===== src/rtl/rx_control_if.sv =====
// Handshake bundle between the UART receive controller and its datapath.
// The slave side is the controller; the master side drives the detector,
// bit-timer and shift-register status into it.
interface rx_control_if;
  logic       start_bit_detected;
  logic       packet_done;
  logic       stop_bit;
  logic       sbc_clear;
  logic       sbc_enable;
  logic       enable_timer;
  logic       load_buffer;
  logic       framing_error;
  logic [7:0] error_count;

  modport master (
    output start_bit_detected, packet_done, stop_bit,
    input  sbc_clear, sbc_enable, enable_timer, load_buffer,
           framing_error, error_count
  );

  modport slave (
    input  start_bit_detected, packet_done, stop_bit,
    output sbc_clear, sbc_enable, enable_timer, load_buffer,
           framing_error, error_count
  );
endinterface


===== src/rtl/rx_control.sv =====
// UART receive controller: Moore FSM sequencing clear, reception window,
// stop-bit check, evaluation and buffer load for one frame at a time.
// The strobes are registered alongside the state so each one is a clean
// flop output that reflects the current state only.
module rx_control (
  input  logic        clk,
  input  logic        n_rst,
  rx_control_if.slave bus
);

  typedef enum logic [2:0] {
    IDLE    = 3'd0,
    CLEAR   = 3'd1,
    RECEIVE = 3'd2,
    CHECK   = 3'd3,
    EVAL    = 3'd4,
    LOAD    = 3'd5
  } state_t;

  state_t     state;
  logic       sbc_clear_reg;
  logic       sbc_enable_reg;
  logic       enable_timer_reg;
  logic       load_buffer_reg;
  logic       framing_error_reg;
  logic [7:0] error_count_reg;

  // State transitions, strobes for the state being entered, and error tracking.
  always_ff @(posedge clk or negedge n_rst) begin
    if (!n_rst) begin
      state             <= IDLE;
      sbc_clear_reg     <= 1'b0;
      sbc_enable_reg    <= 1'b0;
      enable_timer_reg  <= 1'b0;
      load_buffer_reg   <= 1'b0;
      framing_error_reg <= 1'b0;
      error_count_reg   <= 8'h00;
    end else begin
      // Every strobe drops unless the destination state asserts it.
      sbc_clear_reg    <= 1'b0;
      sbc_enable_reg   <= 1'b0;
      enable_timer_reg <= 1'b0;
      load_buffer_reg  <= 1'b0;
      case (state)
        IDLE: begin
          if (bus.start_bit_detected) begin
            state         <= CLEAR;
            sbc_clear_reg <= 1'b1;
          end
        end
        CLEAR: begin
          state             <= RECEIVE;
          enable_timer_reg  <= 1'b1;
          framing_error_reg <= 1'b0;
        end
        RECEIVE: begin
          // A start pulse coinciding with packet_done is simply dropped.
          if (bus.packet_done) begin
            state          <= CHECK;
            sbc_enable_reg <= 1'b1;
          end else begin
            enable_timer_reg <= 1'b1;
          end
        end
        CHECK: begin
          state             <= EVAL;
          framing_error_reg <= ~bus.stop_bit;
          if (!bus.stop_bit && (error_count_reg != 8'hFF)) begin
            error_count_reg <= error_count_reg + 8'd1;
          end
        end
        EVAL: begin
          // Decide on the flag registered when leaving CHECK.
          if (framing_error_reg) begin
            state <= IDLE;
          end else begin
            state           <= LOAD;
            load_buffer_reg <= 1'b1;
          end
        end
        LOAD: begin
          state <= IDLE;
        end
        default: begin
          state <= IDLE;
        end
      endcase
    end
  end

  assign bus.sbc_clear     = sbc_clear_reg;
  assign bus.sbc_enable    = sbc_enable_reg;
  assign bus.enable_timer  = enable_timer_reg;
  assign bus.load_buffer   = load_buffer_reg;
  assign bus.framing_error = framing_error_reg;
  assign bus.error_count   = error_count_reg;

endmodule


===== src/flat_wrapper.sv =====
// flat-port wrapper written by rule: the top's interface ports become plain ports
module rx_control_flat 
  (clk, n_rst, bus_start_bit_detected, bus_packet_done, bus_stop_bit, bus_sbc_clear, bus_sbc_enable, bus_enable_timer, bus_load_buffer, bus_framing_error, bus_error_count);
  rx_control_if bus_i ();
  input  logic clk;
  input  logic n_rst;
  input wire logic [$bits(bus_i.start_bit_detected)-1:0] bus_start_bit_detected;
  input wire logic [$bits(bus_i.packet_done)-1:0] bus_packet_done;
  input wire logic [$bits(bus_i.stop_bit)-1:0] bus_stop_bit;
  output wire logic [$bits(bus_i.sbc_clear)-1:0] bus_sbc_clear;
  output wire logic [$bits(bus_i.sbc_enable)-1:0] bus_sbc_enable;
  output wire logic [$bits(bus_i.enable_timer)-1:0] bus_enable_timer;
  output wire logic [$bits(bus_i.load_buffer)-1:0] bus_load_buffer;
  output wire logic [$bits(bus_i.framing_error)-1:0] bus_framing_error;
  output wire logic [$bits(bus_i.error_count)-1:0] bus_error_count;
  assign bus_i.start_bit_detected = bus_start_bit_detected;
  assign bus_i.packet_done = bus_packet_done;
  assign bus_i.stop_bit = bus_stop_bit;
  assign bus_sbc_clear = bus_i.sbc_clear;
  assign bus_sbc_enable = bus_i.sbc_enable;
  assign bus_enable_timer = bus_i.enable_timer;
  assign bus_load_buffer = bus_i.load_buffer;
  assign bus_framing_error = bus_i.framing_error;
  assign bus_error_count = bus_i.error_count;
  rx_control u_core (.clk(clk), .n_rst(n_rst), .bus(bus_i));
endmodule

===== config.mk =====
export PLATFORM = sky130hd
export DESIGN_NAME = rx_control_flat
export DESIGN_NICKNAME = d
export VERILOG_FILES = /design/src/rtl/rx_control_if.sv /design/src/rtl/rx_control.sv /design/src/flat_wrapper.sv
export SDC_FILE = /design/constraint.sdc
export NUM_CORES = 1
export LEC_CHECK = 0
export CAP_MARGIN = 10
export CORE_UTILIZATION = 50
export DETAILED_ROUTE_END_ITERATION = 12
export DONT_BUFFER_PORTS = 1
export MAX_ROUTING_LAYER = met4
export PLACE_DENSITY = 0.71
export SYNTH_ARGS = -nofsm -noshare
export SYNTH_HDL_FRONTEND = slang
export SYNTH_SLANG_ARGS = --single-unit

===== constraint.sdc =====
create_clock -name clk -period 2.5 [get_ports clk]
set_input_delay 0.75 -clock clk [delete_from_list [all_inputs] [get_ports clk]]
set_output_delay 0.75 -clock clk [all_outputs]
set_load 0.1 [all_outputs]

After elaboration in Yosys (flattened, before gate mapping)
Cells that the tools add are included.

$add $sub $neg: 1. Equality and inequality tests: 7. Multiplexer cells: 13. Bitwise gates (word level): 1. Reduce and logical (&&, ||, !) cells: 6.

Operators by type and width (count): $pmux 3 s5 (1); $mux 3 (3); $add 8x1->8 const B (1); $ne 8x8->1 const B (1); $mux 1 (7); $eq 3x2->1 const B (2); $ne 2x2->1 const B (2); $pmux 1 s2 (2); $reduce_and 2->1 (2); $eq 3x1->1 const B (1); $eq 3x3->1 const B (1); $logic_not 3->1 (1); $reduce_bool 2->1 (1); $logic_and 1x1->1 (1); $logic_not 1->1 (1); $not 1->1 (1).

Register bits: 16. Input bits: 5. Output and inout port bits: 13. Word-level logic and storage cells: 35.

Longest topological paths before layout
Gate-level depths: netlist of the first run.

Depth in word-level cells: 3. Mapped depth: 4. Depth with buffers taken out: 4.

Worst setup path before layout of the first run
Ideal clock, no wire load.

Path kind: register to register. Start: register u_core.error_count_reg[0], in the netlist u_core.bus.error_count[0]. End: register u_core.error_count_reg[6], in the netlist u_core.bus.error_count[6]. Library setup time: 0.126 ns. Arrival: 2.002 ns. Setup slack: 0.372 ns. Cell stages (with the launch flop): 5. Path buffers: 0. Period minus slack after synthesis: 2.128 ns. Path through: dfrtp_1 ha_1 inv_1 nor4_1 mux2_2.

Word-level cells in the longest chain between the ends: 3. Elaborated cells on any way between the ends: 4. Classes of those cells: add/sub: 1; eq/ne: 1; reduce/logical: 2.

Ends and longest elaborated chain: start: declaration (RTL line rx_control.sv:26) `logic [7:0] error_count_reg;`; start signal: assignment (RTL line rx_control.sv:69) `error_count_reg <= error_count_reg + 8'd1;`; branches (longest 3 deep; another with $add 8x1->8).

Several ways; the timed one is not identified. A chain may end at the register's enable or synchronous reset.

Final worst setup path of the first run
Start: register u_core.error_count_reg[2], in the netlist u_core.bus.error_count[2]. End: output port bus_error_count[2].

RTL lines: end: declaration (RTL line flat_wrapper.sv:15) `output wire logic [$bits(bus_i.error_count)-1:0] bus_error_count;`.

No word-level cell between the ends.

==> flow_metrics.env, run 1 <==
export IMPL_yosysTopAreaCell="dfrtp_1"
export IMPL_synth_edf_count=0
export IMPL_num_antenna_cells=0
export IMPL_cp_buffers_inverters=1
export IMPL_post_cts_buffers=0
export IMPL_hold_slack_ps=140
export IMPL_skew_ps=2.94
export IMPL_cp_slowest_cell="dfrtp_1"
export IMPL_drv_slew=0
export IMPL_reg2reg_depth=4
export IMPL_worstSetupPathType="register to output pin"
export IMPL_slew_headroom=0.751
export IMPL_rsz0062_at_grt="no"
export IMPL_synth_top_family_by_area="simple AND/OR/NAND/NOR gates"
export IMPL_min_path_type="primary input to async pin"
export IMPL_vias=537
export IMPL_fmax_mhz=551
export IMPL_reg2reg_from="u_core.bus.error_count[6]$_DFFE_PN0P_"
export IMPL_clk_latency_ps=290
export IMPL_synthArstFlopShare=1.00
export IMPL_syn_nets=74
export IMPL_period_share=0.726
export IMPL_status="completed"
export IMPL_cts_resized=0
export IMPL_cts_sinks=16
export IMPL_critPathCaptureType="output pin"
export IMPL_gp_congestion=0.819
export IMPL_numCtsBuffers=3
export IMPL_pin_count=18
export IMPL_row_count=13
export IMPL_path_cells="buf_4"
export IMPL_ys_flop_type="dfrtp_1"
export IMPL_largest_register_ffs=8
export IMPL_syn_area_per_cell_um2=11.4
export IMPL_antenna_found_initial=0
export IMPL_post_place_cells=95
export IMPL_h_tree_depth=1
export IMPL_grt_max_degree=17
export IMPL_netlist_instances=68
export IMPL_muxShareOfSynthArea=0.0859
export IMPL_drive_gt1_frac=0.310
export IMPL_core_area_um2=1370
export IMPL_worstPathRequired_ps=1750
export IMPL_wire_per_inst_um=13.6
export IMPL_drtPass1Iterations=4
export IMPL_synth_xor_area_frac=0.0113
export IMPL_clkTransAtPathRegs_ps=90
export IMPL_final_antenna_net_count=0
export IMPL_grtUsageTotal=0.215
export IMPL_cap_viol_max_count=0
export IMPL_die_y_um=41.3
export IMPL_synth_distinct_cells=28
export IMPL_period_minus_slack_ps=1820
export IMPL_stdcell_count=99
export IMPL_setup_tns_ps=0
export IMPL_grt_pass1_vias=502
export IMPL_ys_seq_area_frac=0.519
export IMPL_syn_to_final_growth_pct=18.3
export IMPL_finalSetupViolCount=0
export IMPL_rr_endpoint="u_core.bus.error_count[1]$_DFFE_PN0P_"
export IMPL_layout_setup_ws_ps=685
export IMPL_die_area_um2=1710
export IMPL_cts_root_buf="clkbuf_4"
export IMPL_nets=91
export IMPL_finalHoldViolCount=0
export IMPL_start_kind="register"
export IMPL_cts_tree="built"
export IMPL_hpwl_um=985
export IMPL_grt_pass1_wl_um=2180
export IMPL_crit_path_max_fanout=6
export IMPL_tightest_slew_ps=370
export IMPL_yosysTopAreaCellShare=0.519
export IMPL_synth_fa_ha_area_frac=0.0162
export IMPL_path_delay_family="flip-flops"
export IMPL_yosys_top_cells_area="dfrtp_1 (52%), mux2_2 (5.8%), nand4bb_4 (3.6%), inv_1 (2.9%), nand2_1 (2.9%)"
export IMPL_grt_overflow_total=0
export IMPL_drt_iter0_drc=8
export IMPL_wl_um=1350
export IMPL_arrival_ps=1070
export IMPL_ctsHoldBuffers=0
export IMPL_start_util=0.565
export IMPL_rrSetupSlack_ps=950
export IMPL_clk_path_buf_depth=2
export IMPL_syn_area_um2=772
export IMPL_synth_compound_area_frac=0.0972
export IMPL_avgViaCountPerCell=5.42
export IMPL_slowest_delay_ps=450
export IMPL_fp_dieW_um=41.3
export IMPL_synthSimpleGateAreaFrac=0.227
export IMPL_io_buffers=0
export IMPL_yosys_warnings=0
export IMPL_dp_slack_ps=720
export IMPL_route_detailed_drc=0
export IMPL_ys_ff_latch=16
per-stage QoR:
| step | util | area [um^2] |
|---|---|---|
| global route | 0.668 | 913 |
| global placement | 0.642 | 877 |
| finish | 0.668 | 913 |
| detailed placement | 0.642 | 877 |
| CTS | 0.668 | 913 |
| floorplan | - | 772 |
Yosys cell counts, types with 2 or more instances:
master	number
inv_1	6
nor4_1	2
nand2b_1	2
nand4_1	2
mux2_2	4
nand2_1	6
nor2_1	3
dfrtp_1	16
nand3_1	4
a21oi_1	3
o21ai_0	3
worst max-delay path by stage:
stage                                               start                                    end  slack, ps  depth (start not counted)
floorplan           u_core.bus.error_count[0]$_DFFE_PN0P_  u_core.bus.error_count[6]$_DFFE_PN0P_        370                          4
global placement                             bus_stop_bit  u_core.bus.error_count[7]$_DFFE_PN0P_        740                          3
detailed placement                           bus_stop_bit  u_core.bus.error_count[6]$_DFFE_PN0P_        720                          3
CTS                 u_core.bus.error_count[2]$_DFFE_PN0P_                     bus_error_count[2]        670                          1
global route        u_core.bus.error_count[2]$_DFFE_PN0P_                     bus_error_count[2]        640                          1
finish              u_core.bus.error_count[2]$_DFFE_PN0P_                     bus_error_count[2]        680                          1
routing by layer:
layer / vias to the layer above / GRT usage / routed length [um]
met1: 241 / 0.292 / 663
met5: - / - / 0
met4: 0 / 0.145 / 23
met3: 4 / 0.0532 / 62
li1: 279 / - / -
met2: 13 / 0.281 / 598
cell usage in the layout, fill, tap and decap left out, types with 2 or more instances in the layout:
cell / Yosys / routed
nand2b_1: 2 / 2
dfrtp_1: 16 / 16
inv_1: 6 / 6
nand4_1: 2 / 2
clkbuf_4: 0 / 3
nand3_1: 4 / 4
a21oi_1: 3 / 3
nor2_1: 3 / 3
buf_4: 0 / 13
nand2_1: 6 / 6
o21ai_0: 3 / 3
mux2_2: 4 / 4
nor4_1: 2 / 2
cells by family (layout without fill, tap and decap cells):
logic type | count (synthesis) | after routing
AO/OA/AOI/OAI | 11 | 11
flip-flops | 16 | 16
XOR/XNOR | 1 | 1
multiplexers | 6 | 6
AND/OR/NAND/NOR | 26 | 26
buffers and inverters | 7 | 23
adder cells (fa/ha/maj) | 1 | 1
area by class of cell:
type                       instances  area (um^2)
fill                             107          453
sequential                        16          400
multi-input combinational         45          338
timing repair buffer              13         97.6
clock buffer                       4         36.3
inverter                           6         22.5
tap                               15         18.8
Power of run 1 is left out: the tool's default activity adds up to more than one toggle a clock period on the data nets, which glitch-free logic cannot reach.
==> run 2, diff against run 1 <==
- clock period: 2.5 -> 1.9 ns (I/O delays scaled with it)
==> run 2 against run 1 <==
Effect of this change: core utilization increased by 1.4 points; critical path depth unchanged; flip-flop and latch count unchanged; setup slack got worse by 390 ps; register-to-register slack got worse by 610 ps; sequential share of layout area increased by 0.057 points.
==> flow_metrics.env, run 2 (same netlist as run 1, synthesis figures left out) <==
export IMPL_powerDensity_nw_per_um2=1800
export IMPL_final_cell_mix="buf_4 (13), dfrtp_1 (9), dfrtp_2 (7)"
export IMPL_core_area_um2=1370
export IMPL_fmax_mhz=624
export IMPL_num_antenna_cells=0
export IMPL_largest_register_ffs=8
export IMPL_pin_count=18
export IMPL_irDropWorstVdd_v=0.00147
export IMPL_nets=92
export IMPL_route_detailed_drc=0
export IMPL_rrSetupSlack_ps=340
export IMPL_clkTransAtPathRegs_ps=100
export IMPL_h_tree_depth=1
export IMPL_hold_slack_ps=480
export IMPL_min_to="u_core.bus.sbc_enable$_DFF_PN0_"
export IMPL_finalSetupViolCount=0
export IMPL_p_leak_nw=0.409
export IMPL_rr_endpoint="u_core.bus.error_count[6]$_DFFE_PN0P_"
export IMPL_critPathCaptureType="output pin"
export IMPL_arrival_ps=1030
export IMPL_skew_ps=7.15
export IMPL_hp_start="bus_packet_done"
export IMPL_cts_root_buf="clkbuf_4"
export IMPL_grt_pass1_wl_um=2270
export IMPL_fp_dieW_um=41.3
export IMPL_post_place_cells=95
export IMPL_avgViaCountPerCell=5.77
export IMPL_worstPathRequired_ps=1330
export IMPL_worstSetupPathType="register to output pin"
export IMPL_period_share=0.843
export IMPL_antenna_found_initial=0
export IMPL_cp_buffers_inverters=1
export IMPL_syn_to_final_growth_pct=20.7
export IMPL_drive_gt1_frac=0.388
export IMPL_clk_path_buf_depth=2
export IMPL_row_count=13
export IMPL_drt_iter0_drc=3
export IMPL_reg2reg_depth=4
export IMPL_tightest_slew_ps=709
export IMPL_slew_headroom=0.526
export IMPL_wl_um=1480
export IMPL_die_area_um2=1710
export IMPL_total_power_w=0.00168
export IMPL_period_minus_slack_ps=1600
export IMPL_io_buffers=0
export IMPL_clk_latency_ps=290
export IMPL_die_y_um=41.3
export IMPL_final_antenna_net_count=0
export IMPL_cts_resized=0
export IMPL_path_delay_family="flip-flops"
export IMPL_cp_slowest_cell="dfrtp_1"
export IMPL_whs_path_depth=1
export IMPL_hpwl_um=1090
export IMPL_status="completed"
export IMPL_numCtsBuffers=3
export IMPL_rsz0062_at_grt="no"
export IMPL_crit_path_max_fanout=4
export IMPL_layout_commonest_cell="buf_4"
export IMPL_cap_viol_max_count=0
export IMPL_drv_slew=0
export IMPL_grt_pass1_vias=507
export IMPL_slowest_delay_ps=420
export IMPL_drtPass1Iterations=5
export IMPL_grtUsageTotal=0.220
export IMPL_finalHoldViolCount=0
export IMPL_stdcell_count=100
export IMPL_min_path_type="primary input to register"
export IMPL_start_kind="register"
export IMPL_start_util=0.565
export IMPL_path_cells="buf_4"
export IMPL_grt_overflow_total=0
export IMPL_cts_tree="built"
export IMPL_wire_per_inst_um=14.8
export IMPL_grt_max_degree=17
export IMPL_reg2reg_from="u_core.bus.error_count[0]$_DFFE_PN0P_"
export IMPL_gp_congestion=0.814
export IMPL_cts_sinks=16
export IMPL_vias=577
-- run 2: cell count changes in the layout (fill, tap and decap cells not counted) --
cell	delta
dlygate4sd3_1	+1
dfrtp_1	-7
dfrtp_2	+7
-- run 2: area by class of cell --
type / count / area [um^2]
sequential: 16 / 409
clock buffer: 4 / 36.3
tap: 15 / 18.8
timing repair buffer: 14 / 108
fill: 109 / 434
multi-input combinational: 45 / 338
inverter: 6 / 22.5
-- run 2: metal layers --
metal,vias up,GRT usage,routed length (um)
li1,282,-,-
met1,271,0.309,684
met2,19,0.309,690
met4,0,0.0968,28
met5,-,-,0
met3,5,0.0426,73
-- run 2: what timing repair did --
action                                 CTS  global route
hold buffers                             1             0
buffers inserted                         0             0
endpoints found under the hold margin   16             0
-- run 2: report_power, final --
part           switching [W]  total, W  internal [W]  leakage [nW]
combinational       0.000696  0.000901      0.000205         0.190
clock               0.000112  0.000228      0.000117        0.0210
sequential          0.000107  0.000550      0.000443         0.198
total               0.000915   0.00168      0.000764         0.409
-- run 2: worst max path at each step --
stage,slack (ps),depth (start not counted),end,from
2_1_floorplan,-0.9,3,u_core.bus.error_count[6]$_DFFE_PN0P_,u_core.bus.error_count[4]$_DFFE_PN0P_
3_3_place_gp,330,3,u_core.bus.error_count[7]$_DFFE_PN0P_,bus_stop_bit
3_5_place_dp,270,3,u_core.bus.error_count[7]$_DFFE_PN0P_,bus_stop_bit
4_1_cts,310,1,bus_error_count[4],u_core.bus.error_count[4]$_DFFE_PN0P_
5_1_grt,230,4,u_core.bus.error_count[6]$_DFFE_PN0P_,u_core.bus.error_count[0]$_DFFE_PN0P_
6_report,300,1,bus_error_count[4],u_core.bus.error_count[4]$_DFFE_PN0P_
-- run 2: per-stage QoR --
step | TNS [ps] | utilization | cell area, um^2 | setup slack, ps
after detailed placement | 0 | 0.648 | 886 | 271
after CTS | 0 | 0.682 | 932 | 308
after global placement | 0 | 0.648 | 886 | 326
after global routing | 0 | 0.682 | 932 | 227
after floorplan | -0.932 | - | 781 | -0.932
final | 0 | 0.682 | 932 | 298
No activity file was read; power rests on OpenSTA's default activity.
==> run 3, diff against run 2 <==
- clock period: 1.9 -> 1.6 ns (I/O delays scaled with it)
==> run 3 against run 2 <==
Effect of this change: flip-flop and latch count stayed put; largest power group unchanged; clock-buffer cell count stayed put; hold slack worse by 76 ps; sequential power is 19% higher; critical path type unchanged.
==> flow_metrics.env, run 3 (same netlist as run 1, synthesis figures left out) <==
export IMPL_drtPass1Iterations=4
export IMPL_clk_latency_ps=280
export IMPL_min_path_type="primary input to register"
export IMPL_final_antenna_net_count=0
export IMPL_path_cells="buf_4"
export IMPL_pin_count=18
export IMPL_crit_path_max_fanout=3
export IMPL_hp_start="bus_packet_done"
export IMPL_period_share=0.945
export IMPL_avgViaCountPerCell=5.59
export IMPL_arrival_ps=1030
export IMPL_numCtsBuffers=3
export IMPL_gp_congestion=0.751
export IMPL_cts_sinks=16
export IMPL_drt_iter0_drc=8
export IMPL_grtUsageTotal=0.202
export IMPL_tightest_slew_ps=711
export IMPL_row_count=13
export IMPL_startpoint="u_core.bus.error_count[0]$_DFFE_PN0P_"
export IMPL_final_cell_mix="buf_4 (14), dfrtp_1 (8), inv_1 (6), nand2_1 (6), dfrtp_2 (6)"
export IMPL_route_detailed_drc=0
export IMPL_vias=565
export IMPL_grt_max_degree=17
export IMPL_grt_pass1_wl_um=2170
export IMPL_io_buffers=0
export IMPL_finalHoldViolCount=0
export IMPL_hpwl_um=1030
export IMPL_syn_to_final_growth_pct=24.1
export IMPL_finalSetupViolCount=0
export IMPL_nets=93
export IMPL_antenna_found_initial=0
export IMPL_slowest_delay_ps=500
export IMPL_period_minus_slack_ps=1510
export IMPL_start_util=0.565
export IMPL_setup_tns_ps=0
export IMPL_h_tree_depth=1
export IMPL_cp_slowest_cell="dfrtp_4"
export IMPL_worstPathRequired_ps=1120
export IMPL_drv_slew=0
export IMPL_dp_slack_ps=87.0
export IMPL_cap_viol_max_count=0
export IMPL_n_fill_cell=111
export IMPL_pwr_share_clk=0.130
export IMPL_cp_buffers_inverters=1
export IMPL_critPathCaptureType="output pin"
export IMPL_fp_dieW_um=41.3
export IMPL_comb_power_share=0.550
export IMPL_wire_per_inst_um=13.7
export IMPL_rsz0062_at_grt="no"
export IMPL_seqPwrFrac=0.320
export IMPL_swShare=0.535
export IMPL_clk_path_buf_depth=2
export IMPL_hold_slack_ps=404
export IMPL_clkTransAtPathRegs_ps=90
export IMPL_fmax_mhz=661
export IMPL_power_switching_w=0.00109
export IMPL_internal_power_w=0.000951
export IMPL_total_power_w=0.00204
export IMPL_p_leak_nw=0.412
export IMPL_post_cts_buffers=0
export IMPL_grt_pass1_vias=488
export IMPL_multiInputGateArea_um2=350
export IMPL_path_delay_family="flip-flops"
export IMPL_cts_resized=0
export IMPL_num_antenna_cells=0
export IMPL_drive_gt1_frac=0.419
export IMPL_layout_commonest_cell="buf_4"
export IMPL_post_route_util=0.701
export IMPL_seqCellArea_um2=415
export IMPL_largest_register_ffs=8
export IMPL_skew_ps=3.61
export IMPL_wl_um=1380
export IMPL_core_area_um2=1370
export IMPL_die_y_um=41.3
export IMPL_layout_setup_ws_ps=88.3
export IMPL_status="completed"
export IMPL_powerDensity_nw_per_um2=2130
export IMPL_cts_tree="built"
export IMPL_start_kind="register"
export IMPL_worstSetupPathType="register to output pin"
export IMPL_grt_overflow_total=0
export IMPL_reg2reg_from="u_core.state[2]$_DFFE_PN0P_"
export IMPL_slew_headroom=0.525
export IMPL_irDropWorstVdd_v=0.00225
export IMPL_cts_root_buf="clkbuf_4"
export IMPL_die_area_um2=1710
## run 3: cell count changes in the layout (fill, tap and decap cells not counted), sizes merged
cell	delta
buf	+1
## run 3: stage by stage
stage	area, um^2	std cells
after floorplan	800	68
final	958	101
after CTS	958	101
after detailed placement	912	96
after global routing	958	101
after global placement	912	96
## run 3: metal layers
metal,part of all wire,up-vias,GRT usage
met2,0.46,11,0.309
met4,0.0094,0,0.0484
met3,0.048,2,0.0691
met5,0,-,-
li1,-,283,-
met1,0.48,269,0.259
## run 3: timing repair
| action | in CTS | in global routing |
|---|---|---|
| hold buffers | 1 | 0 |
| endpoints found under the setup margin | 0 | 0 |
| endpoints found under the hold margin | 16 | 0 |
## run 3: cell type report
class / count / share of cell area
flip-flops and latches: 16 / 0.433
inverters: 6 / 0.0235
clock buffers: 4 / 0.0379
repair buffers: 15 / 0.120
multi-input cells: 45 / 0.366
well taps: 15 / 0.0196
## run 3: power groups by stage
stage          logic [W]  clock network, W  registers, W
6_report         0.00112          0.000265      0.000654
5_1_grt          0.00118          0.000285      0.000673
4_1_cts          0.00113          0.000271      0.000654
3_5_place_dp     0.00112                 0      0.000663
3_3_place_gp     0.00111                 0      0.000656
2_1_floorplan   0.000282                 0       0.00129
## run 3: worst paths after layout
| check | endpoint | slack, ps | depth (start not counted) |
|---|---|---|---|
| setup / recovery | bus_error_count[0] | 90 | 1 |
| min in group asynchronous | u_core.bus.error_count[5]$_DFFE_PN0P_ | 680 | 1 |
| max in group asynchronous | u_core.bus.error_count[1]$_DFFE_PN0P_ | 390 | 1 |
| hold reg to reg | u_core.state[1]$_DFFE_PN0P_ | 560 | 1 |
| hold / removal | u_core.bus.sbc_enable$_DFF_PN0_ | 400 | 1 |
| setup reg to reg | u_core.bus.error_count[6]$_DFFE_PN0P_ | 120 | 3 |
